==> src/rtl/cache_line_fill_if.sv <==
// cache_line_fill_if: miss, writeback/refill memory and fill-return signals of the line-fill stage.
interface cache_line_fill_if #(
    parameter int LINE_SIZE_BYTES = 64,
    parameter int DATA_WIDTH      = 32,
    parameter int ADDRESS_WIDTH   = 32
);
    logic                         miss_valid;
    logic                         miss_ready;
    logic [ADDRESS_WIDTH-1:0]     miss_addr;
    logic                         wb_dirty;
    logic [ADDRESS_WIDTH-1:0]     wb_addr;
    logic [LINE_SIZE_BYTES*8-1:0] wb_line;
    logic                         mem_req_valid;
    logic                         mem_req_ready;
    logic                         mem_req_we;
    logic [ADDRESS_WIDTH-1:0]     mem_req_addr;
    logic [DATA_WIDTH-1:0]        mem_wdata;
    logic                         mem_rdata_valid;
    logic [DATA_WIDTH-1:0]        mem_rdata;
    logic                         fill_valid;
    logic                         fill_ready;
    logic [ADDRESS_WIDTH-1:0]     fill_addr;
    logic [LINE_SIZE_BYTES*8-1:0] fill_line;
    logic                         busy;

    modport master (
        input  miss_valid, miss_addr, wb_dirty, wb_addr, wb_line,
               mem_req_ready, mem_rdata_valid, mem_rdata, fill_ready,
        output miss_ready, mem_req_valid, mem_req_we, mem_req_addr, mem_wdata,
               fill_valid, fill_addr, fill_line, busy
    );

    modport slave (
        output miss_valid, miss_addr, wb_dirty, wb_addr, wb_line,
               mem_req_ready, mem_rdata_valid, mem_rdata, fill_ready,
        input  miss_ready, mem_req_valid, mem_req_we, mem_req_addr, mem_wdata,
               fill_valid, fill_addr, fill_line, busy
    );
endinterface

==> src/rtl/cache_line_fill.sv <==
// cache_line_fill: single-outstanding miss handler; optional dirty-victim writeback, line refill, fill return.
module cache_line_fill #(
    parameter int LINE_SIZE_BYTES = 64,
    parameter int DATA_WIDTH      = 32,
    parameter int ADDRESS_WIDTH   = 32,
    parameter int OFFSET_BITS     = 6
) (
    input  logic clk,
    input  logic rst,
    cache_line_fill_if.master bus
);
    localparam int BEATS = LINE_SIZE_BYTES * 8 / DATA_WIDTH;
    localparam int BW    = $clog2(BEATS);
    localparam int LW    = LINE_SIZE_BYTES * 8;
    localparam logic [ADDRESS_WIDTH-1:0] ALIGN = {{(ADDRESS_WIDTH-OFFSET_BITS){1'b1}}, {OFFSET_BITS{1'b0}}};

    typedef enum logic [2:0] {IDLE, WB, RD_REQ, RD_DATA, FILL} state_t;

    state_t                   state_q, state_d;
    logic [BW-1:0]            beat_q, beat_d;
    logic [LW-1:0]            line_q, line_d;
    logic [ADDRESS_WIDTH-1:0] miss_addr_q, miss_addr_d;
    logic [ADDRESS_WIDTH-1:0] wb_addr_q, wb_addr_d;
    logic                     last;

    assign last = beat_q == BW'(BEATS - 1);

    always_comb begin
        state_d     = state_q;
        beat_d      = beat_q;
        line_d      = line_q;
        miss_addr_d = miss_addr_q;
        wb_addr_d   = wb_addr_q;
        case (state_q)
            IDLE: if (bus.miss_valid) begin
                miss_addr_d = bus.miss_addr & ALIGN;
                wb_addr_d   = bus.wb_addr & ALIGN;
                line_d      = bus.wb_line;
                state_d     = bus.wb_dirty ? WB : RD_REQ;
            end
            WB: if (bus.mem_req_ready) begin
                beat_d  = last ? '0 : beat_q + 1'b1;
                state_d = last ? RD_REQ : WB;
            end
            RD_REQ: state_d = bus.mem_req_ready ? RD_DATA : RD_REQ;
            RD_DATA: if (bus.mem_rdata_valid) begin
                line_d[int'(beat_q)*DATA_WIDTH +: DATA_WIDTH] = bus.mem_rdata;
                beat_d  = last ? '0 : beat_q + 1'b1;
                state_d = last ? FILL : RD_DATA;
            end
            FILL: state_d = bus.fill_ready ? IDLE : FILL;
            default: state_d = IDLE;
        endcase
    end

    always_ff @(posedge clk or negedge rst) begin
        if (!rst) begin
            state_q     <= IDLE;
            beat_q      <= '0;
            line_q      <= '0;
            miss_addr_q <= '0;
            wb_addr_q   <= '0;
        end else begin
            state_q     <= state_d;
            beat_q      <= beat_d;
            line_q      <= line_d;
            miss_addr_q <= miss_addr_d;
            wb_addr_q   <= wb_addr_d;
        end
    end

    // Outputs decode straight from flops; data/address buses are zeroed outside the states that own them.
    assign bus.miss_ready    = state_q == IDLE;
    assign bus.busy          = state_q != IDLE;
    assign bus.mem_req_valid = state_q == WB || state_q == RD_REQ;
    assign bus.mem_req_we    = state_q == WB;
    assign bus.mem_req_addr  = state_q == WB ? wb_addr_q + ADDRESS_WIDTH'((DATA_WIDTH / 8) * int'(beat_q)) :
                               state_q == RD_REQ ? miss_addr_q : '0;
    assign bus.mem_wdata     = state_q == WB ? line_q[int'(beat_q)*DATA_WIDTH +: DATA_WIDTH] : '0;
    assign bus.fill_valid    = state_q == FILL;
    assign bus.fill_addr     = state_q == FILL ? miss_addr_q : '0;
    assign bus.fill_line     = state_q == FILL ? line_q : '0;
endmodule

==> src/flat_wrapper.sv <==
// flat-port wrapper written by rule: the top's interface ports become plain ports
module cache_line_fill_flat 
#(
    parameter int LINE_SIZE_BYTES = 64,
    parameter int DATA_WIDTH      = 32,
    parameter int ADDRESS_WIDTH   = 32,
    parameter int OFFSET_BITS     = 6
)
  (clk, rst, bus_miss_valid, bus_miss_addr, bus_wb_dirty, bus_wb_addr, bus_wb_line, bus_mem_req_ready, bus_mem_rdata_valid, bus_mem_rdata, bus_fill_ready, bus_miss_ready, bus_mem_req_valid, bus_mem_req_we, bus_mem_req_addr, bus_mem_wdata, bus_fill_valid, bus_fill_addr, bus_fill_line, bus_busy);
  cache_line_fill_if #(.LINE_SIZE_BYTES(LINE_SIZE_BYTES), .DATA_WIDTH(DATA_WIDTH), .ADDRESS_WIDTH(ADDRESS_WIDTH)) bus_i ();
  input  logic clk;
  input  logic rst;
  input wire logic [$bits(bus_i.miss_valid)-1:0] bus_miss_valid;
  input wire logic [$bits(bus_i.miss_addr)-1:0] bus_miss_addr;
  input wire logic [$bits(bus_i.wb_dirty)-1:0] bus_wb_dirty;
  input wire logic [$bits(bus_i.wb_addr)-1:0] bus_wb_addr;
  input wire logic [$bits(bus_i.wb_line)-1:0] bus_wb_line;
  input wire logic [$bits(bus_i.mem_req_ready)-1:0] bus_mem_req_ready;
  input wire logic [$bits(bus_i.mem_rdata_valid)-1:0] bus_mem_rdata_valid;
  input wire logic [$bits(bus_i.mem_rdata)-1:0] bus_mem_rdata;
  input wire logic [$bits(bus_i.fill_ready)-1:0] bus_fill_ready;
  output wire logic [$bits(bus_i.miss_ready)-1:0] bus_miss_ready;
  output wire logic [$bits(bus_i.mem_req_valid)-1:0] bus_mem_req_valid;
  output wire logic [$bits(bus_i.mem_req_we)-1:0] bus_mem_req_we;
  output wire logic [$bits(bus_i.mem_req_addr)-1:0] bus_mem_req_addr;
  output wire logic [$bits(bus_i.mem_wdata)-1:0] bus_mem_wdata;
  output wire logic [$bits(bus_i.fill_valid)-1:0] bus_fill_valid;
  output wire logic [$bits(bus_i.fill_addr)-1:0] bus_fill_addr;
  output wire logic [$bits(bus_i.fill_line)-1:0] bus_fill_line;
  output wire logic [$bits(bus_i.busy)-1:0] bus_busy;
  assign bus_i.miss_valid = bus_miss_valid;
  assign bus_i.miss_addr = bus_miss_addr;
  assign bus_i.wb_dirty = bus_wb_dirty;
  assign bus_i.wb_addr = bus_wb_addr;
  assign bus_i.wb_line = bus_wb_line;
  assign bus_i.mem_req_ready = bus_mem_req_ready;
  assign bus_i.mem_rdata_valid = bus_mem_rdata_valid;
  assign bus_i.mem_rdata = bus_mem_rdata;
  assign bus_i.fill_ready = bus_fill_ready;
  assign bus_miss_ready = bus_i.miss_ready;
  assign bus_mem_req_valid = bus_i.mem_req_valid;
  assign bus_mem_req_we = bus_i.mem_req_we;
  assign bus_mem_req_addr = bus_i.mem_req_addr;
  assign bus_mem_wdata = bus_i.mem_wdata;
  assign bus_fill_valid = bus_i.fill_valid;
  assign bus_fill_addr = bus_i.fill_addr;
  assign bus_fill_line = bus_i.fill_line;
  assign bus_busy = bus_i.busy;
  cache_line_fill #(.LINE_SIZE_BYTES(LINE_SIZE_BYTES), .DATA_WIDTH(DATA_WIDTH), .ADDRESS_WIDTH(ADDRESS_WIDTH), .OFFSET_BITS(OFFSET_BITS)) u_core (.clk(clk), .rst(rst), .bus(bus_i));
endmodule
==> config.mk <==
export PLATFORM = sky130hd
export DESIGN_NAME = cache_line_fill_flat
export DESIGN_NICKNAME = d
export VERILOG_FILES = /design/src/rtl/cache_line_fill_if.sv /design/src/rtl/cache_line_fill.sv /design/src/flat_wrapper.sv
export SDC_FILE = /design/constraint.sdc
export NUM_CORES = 2
export LEC_CHECK = 0
export ABC_AREA = 0
export CAP_MARGIN = 25
export CORE_AREA = 2 2 476 478
export CTS_BUF_LIST = sky130_fd_sc_hd__clkbuf_8
export CTS_CLUSTER_SIZE = 8
export DETAILED_ROUTE_END_ITERATION = 6
export DIE_AREA = 0 0 478 480
export SETUP_SLACK_MARGIN = 0.05
export SYNTH_ARGS = -nofsm -noshare
export SYNTH_HDL_FRONTEND = slang
export SYNTH_SLANG_ARGS = --single-unit
==> constraint.sdc <==
create_clock -name clk -period 4.7 [get_ports clk]
set_input_delay 1.175 -clock clk [delete_from_list [all_inputs] [get_ports clk]]
set_output_delay 1.175 -clock clk [all_outputs]
set_load 0.05 [all_outputs]
Word level (Yosys, flattened, before mapping). Index checks and enable logic that the tools add are counted.

Bits in registers: 571. Latch bits: 0. RAM bits: 0. ROM bits: 0. Input bits: 615. Output and inout bits: 613. Word-level logic and storage cells: 50. Memories kept: 0.

Add/subtract/negate cells: 3. Multipliers: 0. Div/mod/pow operators: 0. Magnitude comparators: 0. Equal/unequal tests: 8. Shifts and indexed selects: 3. Muxes and demuxes: 22. Bitwise gates (word level): 0. Reductions and logical operators: 9.

Operator list (number): two-way mux 512 bit (3); one-hot mux 512 bit (2 select lines) (1); bitwise mux 512 bit (1); variable shift 32 x 33 -> 512 bit, first input constant (1); indexed part select 32 x 33 -> 512 bit (1); indexed part select 512 x 10 -> 32 bit (1); two-way mux 32 bit (4); negation 9 -> 33 bit (1); adder 32 x 6 -> 32 bit (1); two-way mux 3 bit (5); one-hot mux 3 bit (5 select lines) (1); two-way mux 4 bit (3); AND reduction 3 bit (3); one-hot mux 4 bit (2 select lines) (1); == test 3 x 2 -> 1 bit, second input constant (2); inequality test 2 bit, second input constant (3); adder 4 x 1 -> 4 bit, second input constant (1); == test 4 bit, second input constant (1); two-way mux 2 bit (2); nonzero test 2 bit (2); == test 3 x 1 -> 1 bit, second input constant (1); == test 3 bit, second input constant (1); logical NOT 3 bit (1); nonzero test 3 bit (1); 3 further kinds (3).

Logic depth before layout (Yosys ltp).
Depth in word-level cells: 5. Gate-level depth with buffers: 14. Depth with buffers taken out: 7.

Worst setup path after synthesis. Ideal clock, no wire load.

Path type: register to output. Start: register u_core.beat_q[1]. End: output bus_mem_wdata[0]. Arrival time: 2.261 ns. Required time: 3.525 ns. Slack: 1.264 ns. Stages on the path, launching flop included: 7. Path buffers: 3. Cell sequence: dfrtp_1 -> buf_2 -> buf_1 -> clkbuf_1 -> mux4_2 -> mux2i_1 -> o22ai_1.

Cells in the longest elaborated chain, start to end: 2.

Ends and longest elaborated chain: from (decl) (line cache_line_fill.sv:20) `logic [BW-1:0] beat_q, beat_d;`; from (signal assigned) (line cache_line_fill.sv:65) `beat_q <= beat_d;`; indexed part select 512 x 10 -> 32 bit (line cache_line_fill.sv:79) `assign bus.mem_wdata = state_q == WB ? line_q[int'(beat_q)*DATA_WIDTH +: DATA_WIDTH] : '0;`; two-way mux 32 bit (line cache_line_fill.sv:79); to (decl) (line flat_wrapper.sv:26) `output wire logic [$bits(bus_i.mem_wdata)-1:0] bus_mem_wdata;`.

No other way between the ends.

Worst setup path in the final report.
Start: register u_core.state_q[1]. End: output bus_mem_wdata[13].

Cells in the longest elaborated chain, start to end: 2.

Ends and longest elaborated chain: from (decl) (line cache_line_fill.sv:19) `state_t state_q, state_d;`; from (signal assigned) (line cache_line_fill.sv:64) `state_q <= state_d;`; == test 3 x 1 -> 1 bit (line cache_line_fill.sv:79); two-way mux 32 bit (line cache_line_fill.sv:79).

No other way between the ends.

==> impl_metrics.yaml <==
grt:
  grt_pass1_vias: 35700
  grt_max_degree: 136
  track_usage_pct: 22.0
  grt_pass1_wl_um: 342000
  antenna_found_initial: 109
  grt-ovfl-total: 0
critical_path:
  critPathKind: "reg -> out"
  worstPathBufferInverterCount: 3
  crit_arrival_ns: 3.33
  crit_path_end_kind: "output port"
  crit_path_start_kind: "register"
  max_stage_delay_ns: 0.57
  cpMostUsedCell: "buf_4"
  crit_family: "simple AND/OR/NAND/NOR gates"
  r2r_slack_ns: 0.83
  cpMaxStageDelayCell: "dfrtp_1"
  path_max_fanout: 15
  path_depth: 6
  crit_required_ns: 3.52
  crit_path_start: "u_core.state_q[1]"
  rr_worst_depth: 12
  path_cells: "nor3b_4 > nand2b_4 > buf_4 > buf_4 > o22ai_1 > buf_12"
  timing.rr.end: "u_core.line_q[218]"
  rr_startpoint: "u_core.beat_q[0]"
  setup.worst_path.end: "bus_mem_wdata[13]"
sta:
  setup_tns_ns: 0
  fin_crit_ns: 4.50
  relSlewSlack_pct: 27.4
  skew_ns: 0.0622
  final_max_slew_viol_count: 0
  rsz0062_at_grt: "yes"
  worst_pin_slew_ns: 1.09
  finalHoldViolations: 0
  setup_ws_ns: 0.196
  finalSetupViolCount: 0
  timing.fmax_ghz: 0.222
  min_period_over_period_pct: 95.8
yosys:
  syn-cell-area_um2: 34100
  synth-edff-count: 0
  synthDistinctLibCells: 62
  synth-seq-cells: 571
  avgSynthCellArea_um2: 10.3
  synthXorXnorAreaFrac_pct: 0.154
  synth_cells: 3294
  synth_seq_area_share_pct: 41.9
  synthArstFlopShare_pct: 100
  synthFlopType: "dfrtp_1"
  synth_fa_ha_area_share_pct: 0.110
  synth_top_family_by_area: "compound AO/OA/AOI/OAI gates"
  synth_compound_area_share_pct: 21.8
  yosys_warnings: 0
  synth-simple-area-share_pct: 14.2
  synthMuxAreaShare_pct: 16.2
flow_run:
  drv_cap: 0
clock_tree:
  cts_buffers: 116
  cts_tree: "yes"
  clockBufferDepth: 3
  h-tree-depth: 3
  path_clk_slew_ns: 0.06
  cts.sinks: 571
  root_buffer: "clkbuf_8"
  clk_latency_ns: 0.91
power_and_ir_drop:
  ir_drop_v: 0.000436
  power_density_nw_per_um2: 660
  p_leak_nw: 22.9
  p_total_w: 0.0361
run_status:
  status: "complete, no violations"
routing:
  drt_first_pass_iters: 6
  drc_errors: 0
  drt-total-wl_um: 263000
  antenna_left: 0
  vias: 35900
  post_drt_wl_per_cell_um: 34.7
  via_per_inst: 4.74
  drt_iter0_markers: 3696
final_layout:
  nFillCells: 23800
  final_common_cell: "clkdlybuf4s50_1"
  drive_above_1_share_pct: 25.1
  syn2layout_area_growth_pct: 60.8
  mostFrequentLayoutCells: "691 x clkdlybuf4s50_1, 568 x dfrtp_1, 541 x and2_1"
  register_area_um2: 14300
  final_nets: 5040
  fin_area_um2: 54800
  multi_input_area_um2: 18200
die:
  dieArea_um2: 229000
  die_h_um: 480
  ios: 1228
  initial_core_util_pct: 15.2
  rows: 174
  die-width_um: 478
  coreArea_um2: 224000
placement:
  hpwl_um: 201000
  port_buffers: 1207
  gp_congestion: 0.935
  placed_area_um2: 51700
  dp_slack_ns: 0.312
worst_hold_path:
  hp-class: "in -> async"
-- where the power goes --
part           internal [W]  switching, W  leakage, nW  total [W]
Combinational       0.00808        0.0119         14.7     0.0200
Clock               0.00312       0.00270         1.42    0.00582
Sequential          0.00739       0.00297         6.78     0.0104
Total                0.0186        0.0176         22.9     0.0361
-- through the flow --
step                      util [%]  hold slack, ns  std cells
after floorplan                  -           0.455       3301
after global routing          24.4           0.173       7547
final                         24.5           0.242       7573
after detailed placement      23.1           0.495       7274
after CTS                     24.3           0.141       7506
after global placement        23.1           0.481       7271
-- repair_timing --
item / CTS / global route
setup endpoints to repair: 274 / 26
buffers inserted: 21 / 0
gates cloned: 1 / 0
hold buffers: 0 / 0
gates resized for setup: 103 / 24
-- flip-flops by register name, indices dropped and copies added (netlist names) --
name                cells
u_core.state_q          3
u_core.miss_addr_q     26
u_core.line_q         512
u_core.wb_addr_q       26
u_core.beat_q           4
-- synthesized netlist by cell type (4+ instances only) --
| cell | number | share of area, % |
|---|---|---|
| a21o_1 | 37 | 0.82 |
| a21oi_1 | 197 | 2.9 |
| a21oi_2 | 4 | 0.10 |
| a22o_1 | 173 | 4.4 |
| a22oi_1 | 270 | 5.9 |
| a2bb2oi_1 | 64 | 1.6 |
| a31oi_1 | 101 | 1.9 |
| a32o_1 | 7 | 0.21 |
| a32oi_1 | 12 | 0.31 |
| and2_1 | 544 | 10 |
| buf_1 | 10 | 0.11 |
| buf_2 | 122 | 1.8 |
| buf_4 | 13 | 0.29 |
| buf_6 | 17 | 0.56 |
| clkbuf_1 | 246 | 2.7 |
| dfrtp_1 | 571 | 42 |
| inv_1 | 8 | 0.088 |
| mux2_1 | 40 | 1.3 |
| mux2_2 | 137 | 4.5 |
| mux2i_1 | 64 | 1.9 |
| mux4_2 | 128 | 8.5 |
| nand2_1 | 149 | 1.6 |
| nand2b_1 | 4 | 0.073 |
| nand3_1 | 14 | 0.21 |
| nand3b_1 | 5 | 0.11 |
| nor2_1 | 110 | 1.2 |
| nor3_1 | 5 | 0.073 |
| nor3_2 | 9 | 0.26 |
| o211ai_1 | 6 | 0.13 |
| o21ai_0 | 24 | 0.35 |
| o21ai_1 | 57 | 0.84 |
| o22ai_1 | 97 | 1.8 |
-- worst min-delay path by stage --
stage	to	start	slack (ns)	cells past startpoint
global route	u_core.line_q[23]	rst	0.17	1
global placement	u_core.line_q[319]	u_core.line_q[319]	0.48	1
CTS	u_core.line_q[56]	rst	0.14	1
detailed placement	u_core.line_q[36]	u_core.line_q[36]	0.50	2
finish	u_core.line_q[55]	rst	0.24	1
floorplan	u_core.line_q[32]	u_core.line_q[32]	0.46	2
-- cells by family (layout without fill, tap and decap cells) --
logic type      count (synthesis)  count (layout)
xor+xnor                        3               3
mux                           369             369
simple gates                  867             867
compound gates               1064            1064
other cells                     1              75
fa+ha+maj                       3               3
flops                         571             571
buf+inv                       416            1629
-- area by class of cell --
class,count,share of cell area [%]
flip-flops and latches,571,26.1
inverters,8,0.0640
clock inverters,64,0.863
multi-input cells,2314,33.3
clock buffers,146,3.67
well taps,2992,6.83
diodes,67,0.306
repair buffers,1411,28.9
-- worst register-to-register path, stage by stage, from the launching register on --
cell,delay [ns]
dfrtp_4,0.48
buf_12,0.16
buf_16,0.17
buf_4,0.16
bufbuf_16,0.32
nor3_1,0.17
ha_1,0.39
inv_1,0.20
a21oi_1,0.08
a21oi_1,0.48
nand2b_4,0.45
buf_12,0.27
mux2_2,0.43
-- metal layers --
metal,vias to the layer above,track usage [%],part of all wire [%]
met5,-,0,0.14
met4,62,14.5,7.1
met3,569,6.81,9.2
met2,2434,35.7,47
met1,18300,25.0,37
li1,14600,-,-
Power figures use the tool's default switching activity.
